<file path="src/rtl/dcache_pkg.sv">
// Shared types for the MEM-stage data cache.
// State encoding and address-field helpers.
package dcache_pkg;

    typedef enum logic [1:0] {
        IDLE   = 2'd0,
        REFILL = 2'd1,
        WRITE  = 2'd2
    } state_t;

    // Byte-offset bits below the word field of an address.
    localparam int BYTE_BITS = 2;

    function automatic int tag_width(int aw, int ib, int ob);
        return aw - ib - ob - BYTE_BITS;
    endfunction

endpackage

</file>
<file path="src/rtl/dcache_array.sv">
// Tag/valid/data storage for the direct-mapped data cache.
// Asynchronous read, synchronous word write and line-valid update.
module dcache_array
    import dcache_pkg::*;
#(
    parameter int TAG_W      = 26,
    parameter int DATA_W     = 32,
    parameter int INDEX_BITS = 4,
    parameter int OFFS_BITS  = 2
) (
    input  logic                  clk,
    input  logic                  rst_n,
    input  logic [INDEX_BITS-1:0] index,
    input  logic [OFFS_BITS-1:0]  rd_word,
    output logic [TAG_W-1:0]      rd_tag,
    output logic                  rd_valid,
    output logic [DATA_W-1:0]     rd_data,
    input  logic                  we,
    input  logic [OFFS_BITS-1:0]  wr_word,
    input  logic [DATA_W-1:0]     wr_data,
    input  logic                  fill,
    input  logic [TAG_W-1:0]      fill_tag,
    input  logic                  inv
);

    localparam int LINES = 1 << INDEX_BITS;
    localparam int WORDS = 1 << OFFS_BITS;

    logic [DATA_W-1:0] data_q [LINES][WORDS];
    logic [TAG_W-1:0]  tag_q  [LINES];
    logic [LINES-1:0]  valid_q;

    assign rd_tag   = tag_q[index];
    assign rd_valid = valid_q[index];
    assign rd_data  = data_q[index][rd_word];

    // Valid bits: cleared by reset, set when a refill completes, cleared on refill entry.
    always_ff @(posedge clk or negedge rst_n) begin
        if (!rst_n) begin
            valid_q <= '0;
        end else if (fill) begin
            valid_q[index] <= 1'b1;
        end else if (inv) begin
            valid_q[index] <= 1'b0;
        end
    end

    // Data words and tags are not reset; validity guards them.
    always_ff @(posedge clk) begin
        if (we) begin
            data_q[index][wr_word] <= wr_data;
        end
        if (fill) begin
            tag_q[index] <= fill_tag;
        end
    end

endmodule

</file>
<file path="src/rtl/mem_stage_dcache.sv">
// MEM-stage data cache: direct-mapped, write-through, no-write-allocate.
// Refills a line one word per memory handshake and stalls the pipe via hit.
module mem_stage_dcache
    import dcache_pkg::*;
#(
    parameter int ADDR_W     = 32,
    parameter int DATA_W     = 32,
    parameter int INDEX_BITS = 4,
    parameter int OFFS_BITS  = 2
) (
    input  logic              clk,
    input  logic              rst_n,
    input  logic              memRead,
    input  logic              memWrite,
    input  logic [ADDR_W-1:0] addr,
    input  logic [DATA_W-1:0] wdata,
    output logic [DATA_W-1:0] readData,
    output logic              hit,
    output logic              mem_req,
    output logic              mem_we,
    output logic [ADDR_W-1:0] mem_addr,
    output logic [DATA_W-1:0] mem_wdata,
    input  logic [DATA_W-1:0] mem_rdata,
    input  logic              mem_ack
);

    localparam int TAG_W = tag_width(ADDR_W, INDEX_BITS, OFFS_BITS);
    localparam int LO    = OFFS_BITS + BYTE_BITS;

    state_t                state_q, state_n;
    logic [OFFS_BITS-1:0]  cnt_q, cnt_n;
    logic                  done_q, done_n;
    logic                  req_n, we_n;
    logic [ADDR_W-1:0]     addr_n;
    logic [DATA_W-1:0]     wdata_n;

    logic [OFFS_BITS-1:0]  word;
    logic [INDEX_BITS-1:0] index;
    logic [TAG_W-1:0]      tag;
    logic [1:0]            unused_bits;

    logic [TAG_W-1:0]      rd_tag;
    logic                  rd_valid;
    logic                  lookup;
    logic                  arr_we, arr_fill, arr_inv;
    logic [OFFS_BITS-1:0]  arr_word;
    logic [DATA_W-1:0]     arr_data;

    assign word        = addr[LO-1:BYTE_BITS];
    assign index       = addr[LO +: INDEX_BITS];
    assign tag         = addr[ADDR_W-1 -: TAG_W];
    assign unused_bits = addr[1:0];
    assign lookup      = rd_valid && (rd_tag == tag);

    dcache_array #(
        .TAG_W      (TAG_W),
        .DATA_W     (DATA_W),
        .INDEX_BITS (INDEX_BITS),
        .OFFS_BITS  (OFFS_BITS)
    ) u_array (
        .clk      (clk),
        .rst_n    (rst_n),
        .index    (index),
        .rd_word  (word),
        .rd_tag   (rd_tag),
        .rd_valid (rd_valid),
        .rd_data  (readData),
        .we       (arr_we),
        .wr_word  (arr_word),
        .wr_data  (arr_data),
        .fill     (arr_fill),
        .fill_tag (tag),
        .inv      (arr_inv)
    );

    // A held store reports completion once, in the cycle after its ack.
    assign hit = (state_q == IDLE) &&
                 (memWrite ? done_q : (!memRead || lookup));

    // State and memory-port registers.
    always_ff @(posedge clk or negedge rst_n) begin
        if (!rst_n) begin
            state_q   <= IDLE;
            cnt_q     <= '0;
            done_q    <= 1'b0;
            mem_req   <= 1'b0;
            mem_we    <= 1'b0;
            mem_addr  <= '0;
            mem_wdata <= '0;
        end else begin
            state_q   <= state_n;
            cnt_q     <= cnt_n;
            done_q    <= done_n;
            mem_req   <= req_n;
            mem_we    <= we_n;
            mem_addr  <= addr_n;
            mem_wdata <= wdata_n;
        end
    end

    // Next-state, memory-port and array-write decode.
    always_comb begin
        state_n  = state_q;
        cnt_n    = cnt_q;
        done_n   = 1'b0;
        req_n    = mem_req;
        we_n     = mem_we;
        addr_n   = mem_addr;
        wdata_n  = mem_wdata;
        arr_we   = 1'b0;
        arr_fill = 1'b0;
        arr_inv  = 1'b0;
        arr_word = word;
        arr_data = wdata;
        unique case (state_q)
            IDLE: begin
                if (memWrite && !done_q) begin
                    state_n = WRITE;
                    req_n   = 1'b1;
                    we_n    = 1'b1;
                    addr_n  = {addr[ADDR_W-1:BYTE_BITS], {BYTE_BITS{1'b0}}};
                    wdata_n = wdata;
                end else if (memRead && !memWrite && !lookup) begin
                    state_n = REFILL;
                    req_n   = 1'b1;
                    we_n    = 1'b0;
                    addr_n  = {addr[ADDR_W-1:LO], {LO{1'b0}}};
                    cnt_n   = '0;
                    arr_inv = 1'b1;
                end
            end
            REFILL: begin
                if (mem_ack) begin
                    arr_we   = 1'b1;
                    arr_word = cnt_q;
                    arr_data = mem_rdata;
                    cnt_n    = cnt_q + OFFS_BITS'(1);
                    if (cnt_q == '1) begin
                        arr_fill = 1'b1;
                        req_n    = 1'b0;
                        state_n  = IDLE;
                    end else begin
                        addr_n = mem_addr + ADDR_W'(4);
                    end
                end
            end
            WRITE: begin
                if (mem_ack) begin
                    arr_we  = lookup;
                    req_n   = 1'b0;
                    we_n    = 1'b0;
                    done_n  = 1'b1;
                    state_n = IDLE;
                end
            end
            default: begin
                state_n = IDLE;
                req_n   = 1'b0;
            end
        endcase
    end

endmodule

</file>
<file path="config.mk">
export PLATFORM = sky130hd
export DESIGN_NAME = mem_stage_dcache
export DESIGN_NICKNAME = d
export VERILOG_FILES = /design/src/rtl/dcache_pkg.sv /design/src/rtl/dcache_array.sv /design/src/rtl/mem_stage_dcache.sv
export SDC_FILE = /design/constraint.sdc
export NUM_CORES = 2
export LEC_CHECK = 0
export BUFFER_PORTS_ARGS = -buffer_cell sky130_fd_sc_hd__buf_4
export CELL_PAD_IN_SITES_DETAIL_PLACEMENT = 0
export CELL_PAD_IN_SITES_GLOBAL_PLACEMENT = 1
export CORE_MARGIN = 2
export CORE_UTILIZATION = 55
export DETAILED_ROUTE_END_ITERATION = 10
export PLACE_DENSITY_LB_ADDON = 0.2
export SYNTH_ARGS = -nofsm -noshare
export SYNTH_HDL_FRONTEND = slang
export SYNTH_SLANG_ARGS = --single-unit
</file>
<file path="constraint.sdc">
create_clock -name clk -period 9.9 [get_ports clk]
set_input_delay 1.485 -clock clk [delete_from_list [all_inputs] [get_ports clk]]
set_output_delay 1.485 -clock clk [all_outputs]
set_load 0.05 [all_outputs]
</file>
Yosys cells after proc, flatten, opt, wreduce, memory -nomap -nowiden
Memories as Yosys holds them, arrays and structs flattened.
Cells that the tools add are included.
{"block": "op_classes", "multipliers": 0, "shifts": 0, "addsub": 2, "muxes": 54, "n_bitwise": 5, "order_cmp": 5, "div": 0, "reduce_logical": 21, "eq_ne": 11}
{"op": "$mux W32", "count": 9}
{"op": "$mux W128", "count": 1}
{"op": "$bmux W32 S2", "count": 1}
{"op": "$demux W32 S2", "count": 1}
{"op": "$pmux W32 S2", "count": 1}
{"op": "$add A32 B3 Y32 const B", "count": 1}
{"op": "$mux W16", "count": 2}
{"op": "$eq A24 B24 Y1", "count": 1}
{"op": "$mux W1", "count": 22}
{"op": "$mux W2", "count": 10}
{"op": "$and A16 B16 Y16", "count": 1}
{"op": "$not A16 Y16", "count": 1}
{"op": "$or A16 B16 Y16", "count": 1}
{"op": "$reduce_and A4 Y1", "count": 3}
{"op": "$ne A2 B2 Y1 const B", "count": 5}
{"op": "$logic_and A1 B1 Y1", "count": 7}
{"op": "$ge A3 B3 Y1 const B", "count": 2}
{"op": "$not A2 Y3", "count": 2}
{"op": "$pmux W2 S3", "count": 1}
{"op": "$reduce_bool A2 Y1", "count": 3}
{"op": "$lt A4 B5 Y1 const B", "count": 1}
{"op": "$bmux W1 S4", "count": 1}
{"op": "$demux W1 S4", "count": 1}
{"op": "$eq A2 B2 Y1 const B", "count": 2}
{"op": "other kinds (14)", "count": 18}
{"block": "totals", "memories": 2, "mem_bits_rw": 2432, "wordCells": 108, "reg_bits": 87, "latchBits": 0, "rom_bits": 0, "input_bits": 101}
{"memory": "u_array.data_q", "words": 16, "width": 128, "read_ports": 1, "rd_ports_with_merged_regs": 0, "write_ports": 1, "line_no": "dcache_array.sv:29", "text": "logic [DATA_W-1:0] data_q [LINES][WORDS];"}
{"memory": "u_array.tag_q", "words": 16, "width": 24, "read_ports": 1, "rd_ports_with_merged_regs": 0, "write_ports": 1, "line_no": "dcache_array.sv:30", "text": "logic [TAG_W-1:0] tag_q [LINES];"}

Longest topological paths before layout
{"block": "logic_depth", "depth_word": 10, "mapped_depth": 17, "depth_no_buf": 11}

By module
From an unflattened synthesis, not the netlist that was laid out.
{"block": "unflattened", "hier_cells": 4536, "hier_area_um2": 97737.5}
{"mod": "dcache_array", "cells_per_inst": 4106, "area_each_um2": 93464.6, "instances": 1}
{"mod": "mem_stage_dcache", "cells_per_inst": 430, "area_each_um2": 4272.8, "instances": 1}

Worst setup path after synthesis
No wires, ideal clock.
{"block": "synth_path", "path_kind": "input-to-output", "startpoint": "in addr[4]", "endpoint": "out readData[0]", "cell_stages": 9, "t_arrival_ns": 4.438, "setup_slack_ns": 3.977, "cell_sequence": "buf_6 buf_6 buf_6 buf_4 buf_2 buf_1 mux4_2 mux4_2 mux4_2"}
{"block": "synth_via", "elab_chain_len": 4}
{"element": "start, declared", "line_no": "mem_stage_dcache.sv:15", "text": "input logic [ADDR_W-1:0] addr,"}
{"element": "$mem_v2 Z16 W128"}
{"element": "$bmux W32 S2", "line_no": "dcache_array.sv:35", "text": "assign rd_data = data_q[index][rd_word];"}
{"element": "$mux W32 (not written as such) (2 in series)", "line_no": "dcache_array.sv:35"}
{"element": "end, declared", "line_no": "mem_stage_dcache.sv:17", "text": "output logic [DATA_W-1:0] readData,"}
No other way between the ends. The select of a mux whose other input is x is not followed.

Worst setup path after layout
{"block": "layout_path", "startpoint": "in addr[5]", "endpoint": "out readData[13]"}
The elaborated chain is that of the path after synthesis.

==> impl_metrics.yaml <==
placed_design:
  hpwl_um: 135800
  gp_congestion: 0.7804
  place_ws_ns: 1.953
  io_buffers: 195
floorplanning:
  fp-row-count: 154
  dieArea_um2: 181100
  die-width_um: 425.6
  start_util_pct: 55.45
  die_y_um: 425.6
  io_pins: 200
  core_area_um2: 176300
clock_tree:
  cts_setup_buffers: 0
  tritoncts: "done"
  clk_pin_slew_worst_paths_ns: 0.07
  insertion_delay_ns: 0.88
  ctsHtreeMaxLevel: 4
  numCtsBuffers: 241
  cts_resized: 0
  clk_path_buf_depth: 3
  ctsHoldBuffers: 0
  clock_sinks: 2517
  cts_root_buf: "clkbuf_16"
yosys:
  synth_edf_count: 2432
  syn_area_per_cell_um2: 22.92
  ys_seq_elements: 2517
  synthArstFlopShare_pct: 3.377
  synth_area_um2: 97760
  ys_warn_count: 0
  syn_inst: 4266
  synth_cell_type_count: 62
  synth_flop_cell: "edfxtp_1"
  synth_seq_area_share_pct: 76.88
timing:
  rsz0062_at_grt: "no"
  period_share_pct: 79.09
  skew_ns: 0.03211
  setup_viol: 0
  slew_headroom_pct: 3.817
  max_freq_ghz: 0.1277
  setup_tns_ns: 0
  hold_slack_ns: 0.4999
  worst_pin_slew_ns: 1.439
  hold_viol: 0
  worst_slack_ns: 2.070
  fin_crit_ns: 7.830
  final_max_slew_viol_count: 0
grt:
  grt_start_max_net_pins: 145
  antenna_found_initial: 11
  grt_pass1_wl_um: 352000
  track_usage_pct: 27.81
  grt-ovfl-total: 0
  grt_pass1_vias: 47320
pwr:
  pwr-share-clk_pct: 36.9
  power.total_w: 0.02435
  p_sw_w: 0.006108
  p_leak_nw: 35.00
  switching_share_pct: 25.08
  seqPwrFrac_pct: 51.2
  vdd_drop_max_uv: 242.4
  power.density_nw_per_um2: 220.4
  intPower_w: 0.01824
  p_comb_share_pct: 11.9
worst_setup_path:
  crit_path_end_kind: "output port"
  start_kind: "input pin"
  crit_required_ns: 8.42
  critPathKind: "input pin to output port"
  worstPathMaxFanout: 86
  cp_data_arrival_time_ns: 6.35
detailed_routing:
  drt_iter0_drc: 5874
  viasPerCell: 6.595
  finalWirelength_um: 247800
  firstDrtPassIters: 7
  route.detailed.drc: 0
  ant_nets: 0
  vias: 47100
  wire_per_inst_um: 34.70
cells_and_area:
  multiInputGateArea_um2: 22100
  seqCellArea_um2: 75160
  post-route-util_pct: 62.68
  fin_nets: 4712
  area_delta_synth_final_pct: 13.04
  drive_gt1_share_pct: 32.97
  num-fill-cells: 11890
min_path:
  hold_path_class: "flip-flop to flip-flop"
status:
  outcome: "finished, final reports clean"
flow_run:
  max-cap-violations: 0
worst paths after layout:
path / startpoint / end / slack [ns] / cells past startpoint
min reg2reg: u_array.valid_q[10] / u_array.valid_q[10] / 0.50 / 2
min in group asynchronous: rst_n / mem_addr[24] / 0.55 / 1
max: addr[5] / readData[13] / 2.07 / 8
max in group asynchronous: rst_n / mem_wdata[11] / 8.01 / 2
min: u_array.valid_q[10] / u_array.valid_q[10] / 0.50 / 2
max reg2reg: u_array.tag_q[10][11] / u_array.data_q[6][74] / 4.47 / 11
area by class of cell:
type | count | share of cell area [%]
Inverter | 31 | 0.1132
Tap cell | 2340 | 2.650
Multi-Input combinational cell | 1493 | 20.00
Clock buffer | 291 | 5.693
Timing Repair Buffer | 322 | 2.287
Antenna cell | 1 | 0.002265
Sequential cell | 2517 | 68.01
Clock inverter | 147 | 1.244
logic make-up after synthesis:
group                      after synthesis  share of synthesized area [%]
DFF                                   2517                          76.88
other                                    1                       0.003836
muxes                                  873                          18.54
AOI/OAI and AO/OA                      165                          1.147
and+or+nand+nor                        420                          1.897
buffers and inverters                  257                          1.221
adders and majority gates                5                        0.06400
xor gates and xnor gates                28                         0.2509
synth_stat cells, drive strengths merged, types with 4 or more instances:
master / number / area share, %
nor4: 7 / 0.051
dfrtp: 85 / 2.2
a221oi: 4 / 0.042
mux2i: 89 / 0.91
and3: 13 / 0.083
nor2: 123 / 0.47
clkbuf: 117 / 0.45
edfxtp: 2432 / 75
nor2b: 8 / 0.051
xnor2: 21 / 0.19
buf: 109 / 0.65
nand2b: 8 / 0.051
a22oi: 22 / 0.17
a31oi: 15 / 0.096
nand4: 14 / 0.090
nor3: 22 / 0.11
o22ai: 5 / 0.032
ha: 5 / 0.064
or2: 4 / 0.026
xor2: 7 / 0.063
and2: 6 / 0.038
nand2: 151 / 0.58
mux2: 38 / 0.44
inv: 30 / 0.12
o21ai: 44 / 0.23
mux4: 746 / 17
a21oi: 25 / 0.13
o211ai: 14 / 0.11
a2bb2oi: 5 / 0.058
nand3: 58 / 0.30
state kept, by name (all words and copies together), names as in the netlist:
name and count:
cnt_q 2, done_q 1, mem_addr 30, mem_req 1, mem_wdata 32, mem_we 1, state_q 2, u_array.data_q 2048
u_array.tag_q 384, u_array.valid_q 16
critical path, stage by stage:
cell and delay (ns):
buf_8 0.55, buf_4 0.74, buf_4 0.84, buf_4 0.70, mux4_2 0.45, mux4_2 0.50
mux4_2 0.51, buf_4 0.21
power groups by stage:
stage | Sequential [W] | Clock (W) | Combinational [W]
2_1_floorplan | 0.0131 | 0 | 0.00145
3_3_place_gp | 0.0127 | 0 | 0.00286
3_5_place_dp | 0.0127 | 0 | 0.00292
4_1_cts | 0.0125 | 0.00907 | 0.00292
5_1_grt | 0.0125 | 0.00948 | 0.00308
6_report | 0.0125 | 0.00899 | 0.00289
per-stage QoR:
| stage | cell area (µm²) | std cells |
|---|---|---|
| floorplan | 97760 | 4267 |
| CTS | 110500 | 7141 |
| detailed placement | 102800 | 6703 |
| finish | 110500 | 7142 |
| global route | 110500 | 7141 |
| global placement | 102800 | 6703 |
per-layer routing:
| layer | up-vias | routed length [µm] | global-route usage [%] |
|---|---|---|---|
| met5 | - | 47 | 0 |
| met2 | 2203 | 122800 | 44.63 |
| met4 | 6 | 5787 | 7.388 |
| met3 | 350 | 19890 | 4.233 |
| li1 | 18800 | - | - |
| met1 | 25740 | 99310 | 40.64 |
cell usage in the layout (no fill, tap or decap), types with 8 or more instances in the layout:
cell        Yosys  final
and3_1         13     13
nor2_4          0     74
a31oi_1        15     15
a21oi_1        24     23
nand4_1        14     14
edfxtp_1     2432   2432
xnor2_1        21     21
nand3_1        58     58
mux4_2        746    746
nand2_1       151    124
clkbuf_16       0    243
inv_1          28     28
o211ai_1       14     14
nand2b_1        8      8
clkinv_1        1     43
mux2i_1        89     89
clkinv_2        0     53
a22oi_1        22     20
nor2_1        123     42
buf_4          13    312
mux2_2         38     38
clkinvlp_4      0     14
nand2_2         0     27
dfrtp_1        85     85
nor3_1         22     22
o21ai_0        37     37
nor2b_1         8      8
bufinv_16       0     21
clkbuf_1      117     45
No activity file was read; power rests on OpenSTA's default activity.
